## config.mk

```make
export PLATFORM = sky130hd
export DESIGN_NAME = spi_master_multi
export DESIGN_NICKNAME = d
export VERILOG_FILES = /design/src/rtl/spi_master_multi.sv
export SDC_FILE = /design/constraint.sdc
export NUM_CORES = 1
export LEC_CHECK = 0
export CAP_MARGIN = 20
export CORE_UTILIZATION = 35
export DETAILED_ROUTE_END_ITERATION = 8
export GPL_TIMING_DRIVEN = 0
export PLACE_DENSITY = 0.62
export SLEW_MARGIN = 20
export SYNTH_ARGS = -nofsm -noshare
export SYNTH_HDL_FRONTEND = slang
export SYNTH_SLANG_ARGS = --single-unit
```

## constraint.sdc

```tcl
create_clock -name clk -period 2.4 [get_ports clk]
set_input_delay 0.24 -clock clk [delete_from_list [all_inputs] [get_ports clk]]
set_output_delay 0.24 -clock clk [all_outputs]
set_load 0.02 [all_outputs]
```

## src/rtl/spi_master_multi.sv

```systemverilog
// SPI master: one BITS-wide full-duplex frame per start, all four CPOL/CPHA modes,
// NSS active-low selects and an optional clr pulse ahead of the frame.
module spi_master_multi #(
   parameter int BITS    = 8,
   parameter int DIV     = 25000,
   parameter int SETUP   = 25000,
   parameter int CLR_CYC = 25000,
   parameter int NSS     = 1
)(
   input  logic                                clk,
   input  logic                                rst_n,
   input  logic                                start,
   input  logic                                clr_ctrl,
   input  logic [1:0]                          mode,
   input  logic [((NSS>1)?$clog2(NSS):1)-1:0]  ss_sel,
   input  logic [BITS-1:0]                     data2trans,
   input  logic                                miso,
   output logic                                busy,
   output logic                                done,
   output logic                                clr,
   output logic [NSS-1:0]                      ss_n,
   output logic                                sclk,
   output logic                                mosi,
   output logic [BITS-1:0]                     data_rec
);
   localparam int SSW  = (NSS > 1) ? $clog2(NSS) : 1;
   localparam int HW   = $clog2(DIV);
   localparam int EW   = $clog2(2*BITS);
   localparam int PMAX = (SETUP > CLR_CYC) ? SETUP : CLR_CYC;
   localparam int PW   = (PMAX > 1) ? $clog2(PMAX) : 1;

   typedef enum logic [2:0] {S_IDLE, S_SHDOWN, S_SETUP, S_XFER, S_HOLD} state_t;

   state_t          state, state_nx;
   logic [HW-1:0]   hcnt;
   logic [PW-1:0]   pcnt;
   logic [EW-1:0]   ecnt;
   logic [1:0]      mode_q;
   logic [SSW-1:0]  sel_q;
   logic [BITS-1:0] tx_q, rx_q;
   logic            accept, hp_end, last_edge, act, lead, do_sample, do_shift;

   assign accept    = (state == S_IDLE) && start;
   assign hp_end    = (hcnt == HW'(DIV-1));
   assign last_edge = (ecnt == EW'(2*BITS-1));
   assign busy      = (state != S_IDLE);
   assign clr       = (state == S_SHDOWN);
   assign act       = (state == S_SETUP) || (state == S_XFER) || (state == S_HOLD);
   assign mosi      = tx_q[BITS-1];

   // ecnt even means the upcoming toggle is a leading edge
   assign lead      = ~ecnt[0];
   assign do_sample = mode_q[0] ? ~lead : lead;
   assign do_shift  = mode_q[0] ? (lead && (ecnt != '0)) : ~lead;

   always_comb begin
      ss_n = '1;
      for (int i = 0; i < NSS; i++)
         if (act && (sel_q == SSW'(i))) ss_n[i] = 1'b0;
   end

   always_ff @(posedge clk or negedge rst_n)
      if (!rst_n) state <= S_IDLE;
      else        state <= state_nx;

   always_comb begin
      state_nx = state;
      case (state)
         S_IDLE:   if (start) state_nx = clr_ctrl ? S_SHDOWN : S_SETUP;
         S_SHDOWN: if (pcnt == PW'(CLR_CYC-1)) state_nx = S_SETUP;
         S_SETUP:  if (pcnt == PW'(SETUP-1)) state_nx = S_XFER;
         S_XFER:   if (hp_end && last_edge) state_nx = S_HOLD;
         S_HOLD:   if (hp_end) state_nx = S_IDLE;
         default:  state_nx = S_IDLE;
      endcase
   end

   always_ff @(posedge clk or negedge rst_n) begin
      if (!rst_n) begin
         hcnt     <= '0;
         pcnt     <= '0;
         ecnt     <= '0;
         mode_q   <= '0;
         sel_q    <= '0;
         tx_q     <= '0;
         rx_q     <= '0;
         sclk     <= 1'b0;
         done     <= 1'b0;
         data_rec <= '0;
      end else begin
         done <= 1'b0;
         // pcnt times both the clr pulse and the select setup, restarting on each state change
         if (state_nx != state)                               pcnt <= '0;
         else if ((state == S_SHDOWN) || (state == S_SETUP))  pcnt <= pcnt + 1'b1;

         if ((state == S_XFER) || (state == S_HOLD)) hcnt <= hp_end ? '0 : hcnt + 1'b1;
         else                                        hcnt <= '0;

         if (accept) begin
            mode_q <= mode;
            sel_q  <= ss_sel;
            tx_q   <= data2trans;
            rx_q   <= '0;
            sclk   <= mode[1];
         end else if (state == S_IDLE) begin
            sclk   <= mode_q[1];
         end

         if (state == S_XFER && hp_end) begin
            sclk <= ~sclk;
            ecnt <= last_edge ? '0 : ecnt + 1'b1;
            if (do_sample) rx_q <= {rx_q[BITS-2:0], miso};
            if (do_shift)  tx_q <= {tx_q[BITS-2:0], 1'b0};
         end else if (state != S_XFER) begin
            ecnt <= '0;
         end

         if (state == S_HOLD && hp_end) begin
            done     <= 1'b1;
            data_rec <= rx_q;
         end
      end
   end
endmodule
```

After elaboration in Yosys (flattened, before gate mapping) --
Cells that the tools add are included.
Cells by class: add/subtract/negate cells 3, mux-type cells 27, reductions and logical operators 16, bitwise logic cells 3, equal/unequal tests 9
Operators by type and width (number):
- 2-to-1 mux 15 bit | 4
- 2-to-1 mux 8 bit | 6
- adder 15 x 1 -> 15 bit (second input constant) | 2
- equality test 15 bit (second input constant) | 2
- 2-to-1 mux 3 bit | 5
- case mux 3 bit (5 select lines) | 1
- 2-to-1 mux 4 bit | 3
- 2-to-1 mux 1 bit | 7
- equality test 3 x 2 -> 1 bit (second input constant) | 2
- logical AND 1 bit | 6
- nonzero test 3 bit | 2
- adder 4 x 1 -> 4 bit (second input constant) | 1
- equality test 4 bit (second input constant) | 1
- logical OR 1 bit | 4
- nonzero test 2 bit | 2
- nonzero test 4 bit | 1
- equality test 3 x 1 -> 1 bit (second input constant) | 1
- equality test 3 bit (second input constant) | 1
- logical NOT 3 bit | 1
- != test 3 x 2 -> 1 bit (second input constant) | 1
- != test 3 bit | 1
- NOT 1 bit | 3
- 2-to-1 mux 2 bit | 1
Storage, ports and cells: bits of input ports 16, output and inout bits 14, logic and storage cells 69, bits in registers 66

Depth between registers and ports, before layout --
word-level depth 6, mapped depth 8, gate-level depth less buffers 7

Worst setup path after synthesis --
OpenSTA, ideal clock, no wires.
kind flip-flop to flip-flop, from reg pcnt[0], to reg pcnt[10], path buffers 1, stages on the path, launching flop included 8, path slack 0.505 ns, required time 2.328 ns, library setup time 0.072 ns, arrival time 1.823 ns, clock period less this slack 1.895 ns, cells stage by stage dfrtp_1 > ha_1 > and4_1 > nand4_1 > mux2_2 > o311a_4 > buf_6 > nor2_1
Between the ends: cells in the longest elaborated chain, start to end 5, elaborated cells on any way between the ends 9, those cells by class add/sub (1); eq/ne (2); mux (5); reduce/logical (1)
RTL lines:
- start: declaration | line 36 | logic [PW-1:0] pcnt;
- start signal: assignment | line 94 | else if ((state == S_SHDOWN) || (state == S_SETUP)) pcnt <= pcnt + 1'b1;
- equality test 15 bit | line 70, 71
- 2-to-1 mux 3 bit, on equally long branches | line 71, 70
- case mux 3 bit (5 select lines) | line 68 | case (state)
- != test 3 bit | line 93 | if (state_nx != state) pcnt <= '0;
- 2-to-1 mux 15 bit / nonzero test 2 bit (equally long branches)
Parallel ways exist; a longest one is shown, timed or not. The select of a mux whose other input is x is not followed. A chain may end at the register's enable or synchronous reset.

Worst setup path in the final report --
from reg state[0], to out ss_n
Between the ends: cells in the longest elaborated chain, start to end 5, elaborated cells on any way between the ends 7, those cells by class eq/ne (3); mux (1); reduce/logical (3)
RTL lines:
- start: declaration | line 34 | state_t state, state_nx;
- start signal: assignment | line 64 | else state <= state_nx;
- equality test 3 x 2 -> 1 bit | line 48 | assign act = (state == S_SETUP) || (state == S_XFER) || (state == S_HOLD);
- logical OR 1 bit | line 48
- logical OR 1 bit (*) | line 48
- logical AND 1 bit (*) | line 59 | if (act && (sel_q == SSW'(i))) ss_n[i] = 1'b0;
- 2-to-1 mux 1 bit (*) | line 59
- end: declaration | line 21 | output logic [NSS-1:0] ss_n,
Every way passes the cells marked *; elsewhere a longest branch is shown, timed or not.

==> out/results.ini <==
[run_status]
status = finished with violations
failed_checks = design-rule violations

[cts]
clk_latency_ns = 0.34
cts_tree = done
clock_path_buffers = 2
cts.sinks = 66
cts_root_buffer = clkbuf_8
path_clk_slew_ns = 0.07
htreeDepth = 3
numCtsBuffers = 9

[logic_synthesis]
ys_types = 44
ys_seq_area_share_pct = 51.18
async_reset_ff_share_pct = 100.0
synthCells = 323
synth-edff-count = 0
yosysWarnings = 0
ys_seq_elements = 66
avgSynthCellArea_um2 = 9.990
synth.cell_area_um2 = 3227
syn_nets = 343
ys.flop_type = dfrtp_1

[drt]
drt-initial-drc-count = 93
via_per_inst = 4.948
first_pass_iters = 7
antenna_left = 0
drt_wl_total_mm = 6.153
vias = 2365
detail_route.wl_per_cell_um = 12.87
drc = 2

[die]
boundaryPins = 30
placementRows = 34
coreArea_um2 = 8806
initial_core_util_pct = 36.64
die_area_um2 = 9608
die_h_um = 98.02
fp.dieW_um = 98.02

[worst_setup_path]
critPathKind = flip-flop to output pin
r2r_cells = 7
crit_buf_inv = 2
cp_top_family = buffers and inverters
cp-end-kind = output pin
path_max_fanout = 10
cp-start-kind = flip-flop
cpPeakStageDelay_ns = 0.56
regToRegEndpoint = hcnt[6]
cp.required_ns = 2.16
rrSetupSlack_ns = 0.22
r2r_start = hcnt[0]
worstPathArrival_ns = 2.04
cp.depth = 4
path_cells = buf_2 -> nor3b_1 -> o21bai_1 -> clkdlybuf4s50_1
slowest_stage = clkdlybuf4s50_1

[power_and_ir_drop]
cellPowerDensity_nw_per_um2 = 579.6
p_leak_nw = 1.782
peakVddDrop_uv = 318.1
power.total_mw = 2.278

[place]
gp_congestion = 0.7855
place_area_um2 = 3670
io_buffers = 29
pre_cts_ws_ns = 0.08517
post-dp-hpwl_mm = 4.331
dp_cells = 461

[grt]
grt_util_all_layers_pct = 14.32
grt_start_max_net_pins = 38
grt_first_pass_wirelength_mm = 10.92
gr-total-overflow = 0
antenna_found_initial = 0
grt_pass1_vias = 2411

[layout]
area_growth_pct = 21.83
fin_area_um2 = 3931
diodes = 0
fin_cells = 478
layout-drive-gt1-share_pct = 11.62
final_util_pct = 44.64
nets = 385

[sta]
fmax_mhz = 438.8
setup_viol = 0
post-route-period-util_pct = 94.96
maxSlewViolCount = 0
finalClockSkew_ns = 0.008666
grt_setup_unrepaired = no
post-route-worst-setup-slack_ns = 0.1210
slew_headroom_pct = 58.90
tightest_slew_ns = 0.6120
finalCriticalPeriod_ns = 2.279
hold_viol = 0
tns_ns = 0
holdWs_ns = 0.3622

[hold_path]
hp-class = primary input to asynchronous set/reset pin

[job]
drv_cap = 0

cells in the final DEF, fill, tap and decap left out, types with 2 or more instances in the layout:
cell type | netlist | final
ha_1 | 4 | 4
and2_1 | 2 | 2
nor4b_1 | 2 | 2
dfrtp_1 | 66 | 66
nand2b_1 | 3 | 3
nor3b_1 | 7 | 7
nor2_1 | 43 | 43
clkbuf_1 | 6 | 6
and3_1 | 3 | 3
nor3_1 | 8 | 6
nor3_2 | 0 | 2
mux2_2 | 12 | 12
nand3_1 | 9 | 9
a21oi_1 | 12 | 12
clkinv_2 | 0 | 2
mux2i_1 | 9 | 9
a21boi_0 | 2 | 2
clkinv_4 | 0 | 2
xor2_1 | 19 | 19
nand4_1 | 10 | 10
buf_2 | 5 | 5
o21ai_0 | 10 | 10
clkdlybuf4s50_1 | 0 | 28
bufinv_16 | 0 | 3
nor4_1 | 2 | 2
xnor2_1 | 11 | 11
clkbuf_8 | 0 | 9
o311ai_0 | 2 | 2
inv_1 | 11 | 11
and4_1 | 3 | 3
nand2_1 | 43 | 43
area by class of cell:
type / count / area (um2)
Buffer: 12 / 58.81
Clock buffer: 9 / 123.9
Clock inverter: 7 / 117.6
Fill cell: 854 / 4875
Inverter: 11 / 41.29
Multi-Input combinational cell: 234 / 1485
Sequential cell: 66 / 1652
Tap cell: 108 / 135.1
Timing Repair Buffer: 31 / 317.8
layer usage:
layer	GRT usage (%)	vias to the layer above	part of all wire (%)
met5	0	-	0
li1	-	1190	-
met3	4.868	7	4.2
met2	23.56	36	47
met4	3.497	0	0.65
met1	18.11	1132	48
worst register-to-register path: stages, from the launching register on:
cell and delay [ns]:
dfrtp_1 0.36, ha_1 0.25, and4_1 0.21, nand4_1 0.27, clkbuf_1 0.31, o21ai_1 0.29, buf_2 0.30, nor2_1 0.08
state kept, by name, indices dropped and copies added, names as in the netlist:
register and flops:
sel_q 1, state 3, rx_q 8, data_rec 8, done 1, pcnt 15
ecnt 4, sclk 1, mode_q 2, hcnt 15, tx_q 8
what timing repair did:
item	4_1_cts	5_1_grt
setup endpoints to repair	0	9
setup buffers	0	0
resized for setup	0	2
hold buffers	1	0
endpoints found under the hold margin	29	0
cells in the mapped netlist, types with 2 or more instances:
cell      instances  area, um2
clkbuf_1          6      22.52
nor2_1           43      161.4
nand3_1           9      45.04
nor3b_1           7      52.55
and2_1            2      12.51
inv_1            11      41.29
and3_1            3      18.77
nand2b_1          3      18.77
buf_2             5      25.02
xnor2_1          11      96.34
nand4_1          10      62.56
o21ai_0          10      50.05
a21oi_1          12      60.06
o311ai_0          2      17.52
mux2_2           12      135.1
mux2i_1           9      90.09
nand2_1          43      161.4
a21boi_0          2      15.01
nor4b_1           2      17.52
dfrtp_1          66       1652
and4_1            3      26.28
nor3_1            8      40.04
nor4_1            2      12.51
xor2_1           19      166.4
ha_1              4      50.05
worst max path at each step:
stage               startpoint  endpoint  slack, ns
floorplan              pcnt[0]  pcnt[10]       0.51
global placement         rst_n   pcnt[4]      -1.18
detailed placement     hcnt[0]   rx_q[5]       0.09
CTS                    hcnt[0]   rx_q[5]       0.08
global route          state[0]      ss_n      0.008
finish                state[0]      ss_n       0.12
logic make-up after synthesis:
kind of cell | Yosys count | synth area share [%]
DFF | 66 | 51.18
buffers and inverters | 23 | 3.102
xor gates and xnor gates | 30 | 8.143
adders and majority gates | 4 | 1.551
and+or+nand+nor | 145 | 22.33
AOI/OAI and AO/OA | 34 | 6.708
muxes | 21 | 6.980
where the power goes:
| part | internal [mW] | switching, mW | total (mW) |
|---|---|---|---|
| Clock | 0.689 | 0.425 | 1.11 |
| Combinational | 0.0257 | 0.0265 | 0.0521 |
| Sequential | 1.11 | 0 | 1.11 |
| Total | 1.83 | 0.452 | 2.28 |
(Power assumes the default switching activity.)
